==> src/rtl/tt_um_vga_mandala.sv <==
// VGA 640x480@60 timing generator with an 8-fold symmetric animated mandala on a TinyVGA PMOD.
// Optional MANDALA_ANIM_EN enables the frame counter; without it the pattern is static.
module tt_um_vga_mandala #(
    parameter int unsigned H_VIS  = 640,
    parameter int unsigned H_FP   = 16,
    parameter int unsigned H_SYNC = 96,
    parameter int unsigned H_BP   = 48,
    parameter int unsigned V_VIS  = 480,
    parameter int unsigned V_FP   = 10,
    parameter int unsigned V_SYNC = 2,
    parameter int unsigned V_BP   = 33,
    parameter int unsigned CX     = 320,
    parameter int unsigned CY     = 240
) (
    input  logic       clk,
    input  logic       rst_n,
    input  logic       ena,
    input  logic [7:0] ui_in,
    input  logic [7:0] uio_in,
    output logic [7:0] uo_out,
    output logic [7:0] uio_out,
    output logic [7:0] uio_oe
);

    localparam int unsigned CW      = 10;
    localparam int unsigned H_TOTAL = H_VIS + H_FP + H_SYNC + H_BP;
    localparam int unsigned V_TOTAL = V_VIS + V_FP + V_SYNC + V_BP;
    localparam int unsigned H_SS    = H_VIS + H_FP;
    localparam int unsigned H_SE    = H_SS + H_SYNC;
    localparam int unsigned V_SS    = V_VIS + V_FP;
    localparam int unsigned V_SE    = V_SS + V_SYNC;

    logic [CW-1:0]        h, v;
    logic [7:0]           frame;
    logic                 frame_end;
    logic signed [CW:0]   dx, dy;
    logic [CW-1:0]        ax, ay, hi, lo, r, d;
    logic [5:0]           c;
    logic [1:0]           rr, gg, bb;
    logic                 vis, hs, vs;
    logic [7:0]           uo_q;
    logic                 unused;

    assign frame_end = (h == CW'(H_TOTAL - 1)) && (v == CW'(V_TOTAL - 1));

    // Raster position counters
    always_ff @(posedge clk) begin
        if (!rst_n) begin
            h <= '0;
            v <= '0;
        end else if (h == CW'(H_TOTAL - 1)) begin
            h <= '0;
            v <= (v == CW'(V_TOTAL - 1)) ? '0 : v + CW'(1);
        end else begin
            h <= h + CW'(1);
        end
    end

`ifdef MANDALA_ANIM_EN
    always_ff @(posedge clk) begin
        if (!rst_n) begin
            frame <= '0;
        end else if (frame_end && !ui_in[2]) begin
            frame <= frame + 8'd1;
        end
    end
    assign unused = &{1'b0, ena, uio_in, ui_in[7:3], r[9], r[2:0], d[9:8], d[1:0], frame[7:6]};
`else
    assign frame  = '0;
    assign unused = &{1'b0, ena, uio_in, ui_in[7:2], r[9], r[2:0], d[9:8], d[1:0], frame[7:6],
                      frame_end};
`endif

    // Octant folding: distance-like radius and diagonal offset from the centre
    always_comb begin
        dx = (CW+1)'({1'b0, h}) - (CW+1)'(CX);
        dy = (CW+1)'({1'b0, v}) - (CW+1)'(CY);
        ax = dx[CW] ? CW'(-dx) : CW'(dx);
        ay = dy[CW] ? CW'(-dy) : CW'(dy);
        hi = (ax > ay) ? ax : ay;
        lo = (ax > ay) ? ay : ax;
        r  = hi + {1'b0, lo[CW-1:1]};
        d  = hi - lo;
        c  = (r[8:3] + frame[5:0]) ^ d[7:2];
    end

    // Palette, blanking and sync decode
    always_comb begin
        rr  = c[5:4];
        gg  = c[3:2];
        bb  = c[1:0];
        vis = (h < CW'(H_VIS)) && (v < CW'(V_VIS));
        hs  = !((h >= CW'(H_SS)) && (h < CW'(H_SE)));
        vs  = !((v >= CW'(V_SS)) && (v < CW'(V_SE)));
        case (ui_in[1:0])
            2'b01: begin
                rr = ~c[5:4];
                gg = ~c[3:2];
                bb = ~c[1:0];
            end
            2'b10: begin
                rr = c[3:2];
                gg = c[1:0];
                bb = c[5:4];
            end
            2'b11: begin
                gg = c[5:4];
                bb = c[5:4];
            end
            default: ;
        endcase
        if (!vis) begin
            rr = '0;
            gg = '0;
            bb = '0;
        end
    end

    always_ff @(posedge clk) begin
        if (!rst_n) begin
            uo_q <= 8'h88;
        end else begin
            uo_q <= {hs, bb[0], gg[0], rr[0], vs, bb[1], gg[1], rr[1]};
        end
    end

    assign uo_out  = uo_q;
    assign uio_out = '0;
    assign uio_oe  = '0;

endmodule

==> config.mk <==
export PLATFORM = sky130hd
export DESIGN_NAME = tt_um_vga_mandala
export DESIGN_NICKNAME = d
export VERILOG_FILES = /design/src/rtl/tt_um_vga_mandala.sv
export SDC_FILE = /design/constraint.sdc
export NUM_CORES = 1
export LEC_CHECK = 0
export ABC_AREA = 1
export BUFFER_PORTS_ARGS = -buffer_cell sky130_fd_sc_hd__buf_4
export CAP_MARGIN = 20
export CORE_UTILIZATION = 35
export DETAILED_ROUTE_END_ITERATION = 7
export PLACE_DENSITY = 0.59
export SYNTH_ARGS = -nofsm -noshare
export SYNTH_HDL_FRONTEND = slang
export SYNTH_SLANG_ARGS = --single-unit
==> constraint.sdc <==
create_clock -name clk -period 5.9 [get_ports clk]
set_input_delay 1.77 -clock clk [delete_from_list [all_inputs] [get_ports clk]]
set_output_delay 1.77 -clock clk [all_outputs]
set_load 0.02 [all_outputs]
### After elaboration in Yosys (flattened, before gate mapping)

Index checks and enable logic that the tools add are counted.

* input bits: 19
* output and inout bits: 24
* register bits: 28

* bitwise logic cells: 5
* reductions and logical operators: 8
* muxes and demuxes: 8
* magnitude comparators: 7
* $add $sub $neg: 8
* equal/unequal tests: 5

Operators with widths (count)
* two-way mux 10 bit: 4
* adder 10 x 1 -> 10 bit, second input constant: 2
* == test 10 bit, second input constant: 2
* < comparator 10 bit, second input constant: 2
* < comparator 10 x 9 -> 1 bit, second input constant: 2
* negation 10 bit: 2
* subtractor 10 x 8 -> 11 bit, second input constant: 1
* subtractor 10 x 9 -> 11 bit, second input constant: 1
* greater-or-equal comparator 10 bit, second input constant: 1
* greater-or-equal comparator 10 x 9 -> 1 bit, second input constant: 1
* > comparator 10 bit: 1
* adder 9 bit: 1
* two-way mux 9 bit: 1
* one-hot mux 2 bit (2 select lines): 2
* subtractor 8 bit: 1
* inverter 2 bit: 3
* one-hot mux 2 bit (3 select lines): 1
* bitwise XOR 6 bit: 1
* == test 2 bit, second input constant: 2
* OR reduction 2 bit: 2
* logical AND 1 bit: 3
* == test 2 x 1 -> 1 bit, second input constant: 1
* zero test 1 bit: 2
* AND reduction 2 bit: 1
* inverter 1 bit: 1

### Logic depth before layout (Yosys ltp)

Gate-level depths: netlist (run 1).

* depth in word-level cells: 9
* mapped depth: 34
* mapped depth without buffers: 32

### Worst setup path after synthesis (run 1)

Ideal clock, no wire load.

* path kind: register to register
* from: reg h[6]
* to: reg uo_q[0] (netlist: uo_out[0])
* required time: 5.786 ns
* setup slack: 1.678 ns
* stages on the path, launching flop included: 28
* period minus slack after synthesis: 4.222 ns
* library setup time: 0.114 ns
* arrival: 4.108 ns
* cell sequence: dfxtp_1 inv_1 ha_1 nor2_4 nor2_2 buf_6 o21ai_1 nand3_1 xor2_1 ha_1 nand2_1 inv_1 a21oi_1 nand3_4 nand2_4 buf_2 nand2_1 o21ai_0 inv_1 ha_1 a21oi_1 nor2_1 a211oi_1 nand3_1 nand3_2 nand2_2 a21oi_1 nor2_1

* cells in the longest elaborated chain, start to end: 9
* elaborated cells on any way between the ends: 14
* those cells by class: 4 x add/sub; 2 x order compare; 4 x mux; 2 x bitwise; 2 x reduce/logical

RTL lines
* from (decl): RTL line 33 `logic [CW-1:0] h, v;`
* from (signal assigned): RTL line 55 `h <= h + CW'(1);`
* subtractor 10 x 9 -> 11 bit: RTL line 76 `dx = (CW+1)'({1'b0, h}) - (CW+1)'(CX);`
* negation 10 bit: RTL line 78 `ax = dx[CW] ? CW'(-dx) : CW'(dx);`
* two-way mux 10 bit: RTL line 78
* > comparator 10 bit: RTL line 80, 81
* two-way mux 9 bit or two-way mux 10 bit (tied branches): RTL line 80, 81
* adder 9 bit or subtractor 8 bit (tied branches): RTL line 82, 83
* bitwise XOR 6 bit: RTL line 84 `c = (r[8:3] + frame[5:0]) ^ d[7:2];`
* inverter 2 bit: RTL line 97 `rr = ~c[5:4];`
* one-hot mux 2 bit (2 select lines): RTL line 95 `case (ui_in[1:0])`
* to (signal assigned): RTL line 123 `uo_q <= {hs, bb[0], gg[0], rr[0], vs, bb[1], gg[1], rr[1]};`
* to (decl): RTL line 41 `logic [7:0] uo_q;`

Parallel ways exist; a longest one is shown, timed or not.
A chain may end at the register's enable or synchronous reset.

### Final worst setup path (run 1)

Same ends and word-level chain as after synthesis.

==> impl_metrics.env, run 1 <==
export IMPL_hp_start="h[0]$_SDFF_PP0_"
export IMPL_min_path_type="flop to flop"
export IMPL_synth_area_top_cells="nand2_1 19%, dfxtp_1 15%, ha_1 11%"
export IMPL_holdBufCountCts=0
export IMPL_drive_above_1_share=0.0948
export IMPL_vias_per_cell=4.79
export IMPL_place_inst=741
export IMPL_cp_start_kind="flop"
export IMPL_ant_nets=0
export IMPL_synth_ff_latch_count=28
export IMPL_synthArstFlopShare=0
export IMPL_die_y_um=104
export IMPL_post_cts_buffers=0
export IMPL_netlist_top_cell_by_area="nand2_1"
export IMPL_tightest_slew_ns=0.952
export IMPL_max_vdd_ir_drop_mv=0.135
export IMPL_synth_edf_count=0
export IMPL_status="finished, final reports clean"
export IMPL_required_ns=6.14
export IMPL_cts_resized_gates=0
export IMPL_reg2regPathDepth=26
export IMPL_clock_path_buffers=2
export IMPL_min_to="h[0]$_SDFF_PP0_"
export IMPL_reg2reg_setup_slack_ns=0.83
export IMPL_max_slew_margin=0.364
export IMPL_finalSetupViolations=0
export IMPL_core_mm2=0.00991
export IMPL_routed_wirelength_um=8490
export IMPL_fin_crit_sh=0.859
export IMPL_dr_total_vias=3565
export IMPL_post_route_drc_count=0
export IMPL_fin_nets=665
export IMPL_final_cells=745
export IMPL_crit_type="flop to flop"
export IMPL_grt_start_max_net_pins=28
export IMPL_power_density_mw_per_mm2=162
export IMPL_cts_tree="done"
export IMPL_slew_violations=0
export IMPL_synth_top_area_share=0.190
export IMPL_synthTopCellsByCount="184 x nand2_1, 97 x inv_1, 54 x nand3_1"
export IMPL_skew_ns=0.0148
export IMPL_overflow=0
export IMPL_worstPathMaxFanout=27
export IMPL_grt_pass1_wl_um=14700
export IMPL_die_area_mm2=0.0108
export IMPL_place_congestion=0.857
export IMPL_io_pins=43
export IMPL_synth_most_common_cell="nand2_1"
export IMPL_netlist_area_mm2=0.00364
export IMPL_cp_end_kind="flop"
export IMPL_grt_use_total=0.162
export IMPL_synth_seq_area_share=0.154
export IMPL_fp_dieW_um=104
export IMPL_syn_instance_count=606
export IMPL_hpwl_um=7070
export IMPL_grt_pass1_vias=3306
export IMPL_pre_cts_slack_ns=0.815
export IMPL_clock_latency_ns=0.29
export IMPL_fin_ws_ns=0.831
export IMPL_yosysUniqueCellTypes=43
export IMPL_finalHoldViolations=0
export IMPL_leakage_uw=0.00196
export IMPL_cap_violations=0
export IMPL_tns_ns=0
export IMPL_numPortBuffers=11
export IMPL_r2r_end="uo_out[0]$_SDFF_PN0_"
export IMPL_cts_root_buf="clkbuf_8"
export IMPL_drt_pass1_iterations=4
export IMPL_hold_depth=1
export IMPL_initial_core_util=0.368
export IMPL_cts_made_buffers=3
export IMPL_synthToLayoutAreaGrowth_pct=5.63
export IMPL_drt_initial_drc_count=127
export IMPL_rsz0062_at_grt="no"
export IMPL_rows=36
export IMPL_holdWs_ns=0.491
export IMPL_cts_sinks=28
export IMPL_avgSynthCellArea_um2=6.01
export IMPL_h_tree_depth=1
export IMPL_synthFlopType="dfxtp_1"
export IMPL_fmax_mhz=197
export IMPL_num_antenna_cells=0
export IMPL_ys_warnings_count=0
export IMPL_routedWlPerCell_um=11.4
export IMPL_crit_arrival_ns=5.31
export IMPL_timing_final_crit_period_ns=5.07
export IMPL_antenna_found_initial=0
export IMPL_r2r_start="h[6]$_SDFF_PP0_"
export IMPL_clk_pin_slew_ns=0.12
export IMPL_fill_cells=1102
-- worst max path at each step --
stage | from | to | slack (ns) | cells after the start
after global placement | h[6]$_SDFF_PP0_ | uo_out[0]$_SDFF_PN0_ | 0.89 | 25
after floorplan | h[6]$_SDFF_PP0_ | uo_out[0]$_SDFF_PN0_ | 1.68 | 27
final | h[6]$_SDFF_PP0_ | uo_out[0]$_SDFF_PN0_ | 0.83 | 26
after global routing | h[6]$_SDFF_PP0_ | uo_out[0]$_SDFF_PN0_ | 0.27 | 26
after CTS | h[6]$_SDFF_PP0_ | uo_out[0]$_SDFF_PN0_ | 0.80 | 26
after detailed placement | h[6]$_SDFF_PP0_ | uo_out[0]$_SDFF_PN0_ | 0.81 | 26
-- per-layer routing --
| metal | GRT usage | part of all wire | up-vias |
|---|---|---|---|
| met5 | 0 | 0 | - |
| met4 | 0.0500 | 0.019 | 0 |
| met3 | 0.0207 | 0.034 | 12 |
| met2 | 0.289 | 0.47 | 71 |
| met1 | 0.201 | 0.48 | 1572 |
| li1 | - | - | 1910 |
-- registers in the layout (all words and copies together), names as in the netlist --
signal  cells
h          10
v          10
uo_out      8
-- power breakdown --
group / total (uW) / internal (uW) / switching, uW
registers: 201 / 197 / 3.37
logic: 262 / 91.2 / 171
clock network: 162 / 91.0 / 71.0
total: 625 / 380 / 245
-- cells in the final DEF (no fill, tap or decap), types with 2 or more instances in the layout --
cell / instances
nand2_1: 184
inv_1: 97
nand3_1: 54
nor2_1: 38
ha_1: 33
dfxtp_1: 28
nand2_2: 19
o21ai_0: 19
conb_1: 16
a21oi_1: 14
xor2_1: 13
nor3_1: 13
nand4_1: 11
buf_4: 11
o21ai_1: 10
nand3_2: 6
nor2_4: 4
xnor2_1: 3
o21ai_2: 3
nand3b_1: 3
clkbuf_8: 3
inv_2: 2
nand2_4: 2
a21boi_0: 2
a31oi_1: 2
nor4_1: 2
a221oi_1: 2
a2111oi_0: 2
a211oi_1: 2
-- logic make-up (layout without fill, tap and decap cells) --
kind of cell | count (synthesis) | after routing | share of synthesized area
AO/OA/AOI/OAI | 63 | 63 | 0.105
XOR/XNOR | 17 | 17 | 0.0429
other | 1 | 16 | 0.00103
flip-flops | 28 | 28 | 0.154
AND/OR/NAND/NOR | 341 | 341 | 0.433
adder cells (fa/ha/maj) | 33 | 33 | 0.113
buffers and inverters | 123 | 114 | 0.151
-- metrics by stage --
stage          area (um^2)   util  power [uW]
2_1_floorplan         3700      -         419
3_3_place_gp          3780  0.381         462
3_5_place_dp          3780  0.381         467
4_1_cts               3850  0.388         630
5_1_grt               3850  0.388         676
6_report              3850  0.388         625
-- critical path, stage by stage (launching register included) --
cell and delay (ns):
dfxtp_1 0.38, inv_1 0.21, ha_1 0.25, nor2_4 0.06, nor2_2 0.31, o21ai_1 0.17, nand3_1 0.11, xor2_1 0.32
ha_1 0.31, nand2_1 0.14, inv_1 0.05, a21oi_1 0.28, nand3_4 0.22, nand2_4 0.30, nand2_1 0.08, o21ai_0 0.11
inv_1 0.07, ha_1 0.34, a21oi_1 0.29, nor2_1 0.07, a211oi_1 0.37, nand3_1 0.15, nand3_2 0.13, nand2_2 0.06
nand2_1 0.05, nand2_1 0.04, nor2_1 0.13
-- area by class of cell --
| type | count | area, um^2 | share of cell area |
|---|---|---|---|
| multi-input combinational | 470 | 2600 | 0.675 |
| sequential | 28 | 561 | 0.146 |
| inverter | 99 | 372 | 0.0966 |
| tap | 133 | 166 | 0.0432 |
| timing repair buffer | 11 | 82.6 | 0.0215 |
| clock buffer | 3 | 41.3 | 0.0107 |
| clock inverter | 1 | 30.0 | 0.00780 |
No activity file was read; power rests on OpenSTA's default activity.
==> run 2: changes to the inputs <==
--- a/config.mk
+++ b/config.mk
@@ -6,11 +6,12 @@
 export NUM_CORES = 1
 export LEC_CHECK = 0
 export ABC_AREA = 1
+export ABC_CLOCK_PERIOD_IN_PS = 4300
 export BUFFER_PORTS_ARGS = -buffer_cell sky130_fd_sc_hd__buf_4
 export CAP_MARGIN = 20
 export CORE_UTILIZATION = 35
 export DETAILED_ROUTE_END_ITERATION = 7
-export PLACE_DENSITY = 0.59
+export PLACE_DENSITY = 0.61
 export SYNTH_ARGS = -nofsm -noshare
 export SYNTH_HDL_FRONTEND = slang
 export SYNTH_SLANG_ARGS = --single-unit
==> constraint.sdc (replaced) <==
create_clock -name clk -period 4.3 [get_ports clk]
set_input_delay 1.29 -clock clk [delete_from_list [all_inputs] [get_ports clk]]
set_output_delay 1.29 -clock clk [all_outputs]
set_load 0.02 [all_outputs]
==> impl_metrics.env, run 2 (same netlist as run 1, synthesis figures left out) <==
export IMPL_antenna_found_initial=0
export IMPL_initial_core_util=0.368
export IMPL_skew_ns=0.0175
export IMPL_cts_sinks=28
export IMPL_max_vdd_ir_drop_mv=0.112
export IMPL_switchingPower_uw=351
export IMPL_post_route_drc_count=0
export IMPL_clk_pin_slew_ns=0.13
export IMPL_power_uw=887
export IMPL_final_cells=773
export IMPL_numPortBuffers=11
export IMPL_die_y_um=104
export IMPL_h_tree_depth=1
export IMPL_min_path_type="flop to flop"
export IMPL_synthToLayoutAreaGrowth_pct=17.6
export IMPL_final_area_mm2=0.00428
export IMPL_clock_latency_ns=0.31
export IMPL_cp_start_kind="flop"
export IMPL_crit_path_start="h[2]$_SDFF_PP0_"
export IMPL_routed_wirelength_um=8960
export IMPL_die_area_mm2=0.0108
export IMPL_vias_per_cell=4.77
export IMPL_hpwl_um=7200
export IMPL_hp_start="h[0]$_SDFF_PP0_"
export IMPL_worstPathMaxFanout=7
export IMPL_grt_pass1_vias=3416
export IMPL_clock_power_share=0.260
export IMPL_fin_nets=693
export IMPL_layout_commonest_cell="nand2_1"
export IMPL_fp_dieW_um=104
export IMPL_drt_pass1_iterations=4
export IMPL_dr_total_vias=3687
export IMPL_clock_path_buffers=2
export IMPL_drt_initial_drc_count=167
export IMPL_cts_root_buf="clkbuf_8"
export IMPL_fin_crit_sh=0.942
export IMPL_routedWlPerCell_um=11.6
export IMPL_grt_start_max_net_pins=17
export IMPL_power_density_mw_per_mm2=207
export IMPL_tightest_slew_ns=0.924
export IMPL_place_area_mm2=0.00394
export IMPL_drive_above_1_share=0.194
export IMPL_grt_pass1_wl_um=15000
export IMPL_fmax_mhz=247
export IMPL_timing_final_crit_period_ns=4.05
export IMPL_io_pins=43
export IMPL_cap_violations=0
export IMPL_seq_power_share=0.310
export IMPL_crit_arrival_ns=4.27
export IMPL_grt_use_total=0.165
export IMPL_finalSetupViolations=0
export IMPL_max_slew_margin=0.383
export IMPL_cts_tree="done"
export IMPL_core_mm2=0.00991
export IMPL_crit_type="flop to flop"
export IMPL_leakage_uw=0.00213
export IMPL_ant_nets=0
export IMPL_swShare=0.396
export IMPL_p_comb_frac=0.431
export IMPL_place_inst=763
export IMPL_pre_cts_slack_ns=-0.0304
export IMPL_status="finished, final reports clean"
export IMPL_finalHoldViolations=0
export IMPL_slew_violations=0
export IMPL_final_cell_mix="181 x nand2_1, 93 x inv_1, 52 x nand3_1"
export IMPL_cts_made_buffers=3
export IMPL_cp_end_kind="flop"
export IMPL_rows=36
export IMPL_power_internal_uw=536
export IMPL_r2r_start="h[2]$_SDFF_PP0_"
export IMPL_overflow=0
export IMPL_num_antenna_cells=0
export IMPL_required_ns=4.52
export IMPL_place_congestion=0.875
export IMPL_fin_ws_ns=0.249
## run 2: power by group through the flow
stage / Combinational, uW / Sequential, uW / Clock, uW
final: 382 / 275 / 230
after global routing: 434 / 276 / 242
after CTS: 363 / 276 / 233
after detailed placement: 362 / 282 / 0
after global placement: 356 / 282 / 0
after floorplan: 281 / 293 / 0
## run 2: metal layers
metal | share of wire | global-route usage | up-vias
met1 | 0.47 | 0.211 | 1636
met5 | 0 | 0 | -
li1 | - | - | 1977
met2 | 0.48 | 0.287 | 61
met4 | 0.019 | 0.0582 | 0
met3 | 0.028 | 0.0169 | 13
## run 2: worst paths after layout
path,to,slack [ns],cells after the start
worst min-delay path,h[0]$_SDFF_PP0_,0.51,1
worst max-delay path,uo_out[0]$_SDFF_PN0_,0.25,27
worst max register to register,uo_out[0]$_SDFF_PN0_,0.25,27
worst min register to register,h[0]$_SDFF_PP0_,0.51,1
## run 2: area by class of cell
type,count,area [um^2]
Multi-Input combinational cell,470,2790
Clock buffer,3,41.3
Sequential cell,28,569
Clock inverter,1,30.0
Fill cell,1060,5630
Inverter,99,374
Timing Repair Buffer,39,310
Tap cell,133,166
## run 2: worst max-delay path, cell delays in order, from the launching register on
cell and delay (ns):
dfxtp_1 0.37, nor2_1 0.17, nand4_1 0.19, o21ai_2 0.23, nand3_2 0.14, xor2_4 0.19
ha_4 0.30, nand2_1 0.06, buf_4 0.14, nor2_4 0.16, nand3_2 0.12, nand3_4 0.11
nand2_8 0.08, buf_4 0.16, nand2_1 0.06, o21ai_0 0.09, ha_1 0.39, nand2_1 0.13
nor2_1 0.06, a211oi_2 0.20, buf_4 0.15, nand2_2 0.05, nand2_1 0.07, nand3_2 0.10
nand2_2 0.10, nand2_1 0.05, nand2_1 0.05, nor2_1 0.04
## run 2: metrics by stage
stage / util / hold WS [ns] / setup TNS, ns
floorplan: - / 0.429 / 0
global placement: 0.398 / 0.460 / 0
detailed placement: 0.398 / 0.475 / -0.0304
CTS: 0.406 / 0.500 / 0
global route: 0.432 / 0.527 / -0.0994
finish: 0.432 / 0.506 / 0
## run 2: what timing repair did
action	4_1_cts	5_1_grt
endpoints found under the hold margin	0	0
setup buffers	0	6
setup endpoints to repair	1	6
gates resized for setup	2	54
pin swaps	0	19
hold buffers	0	0
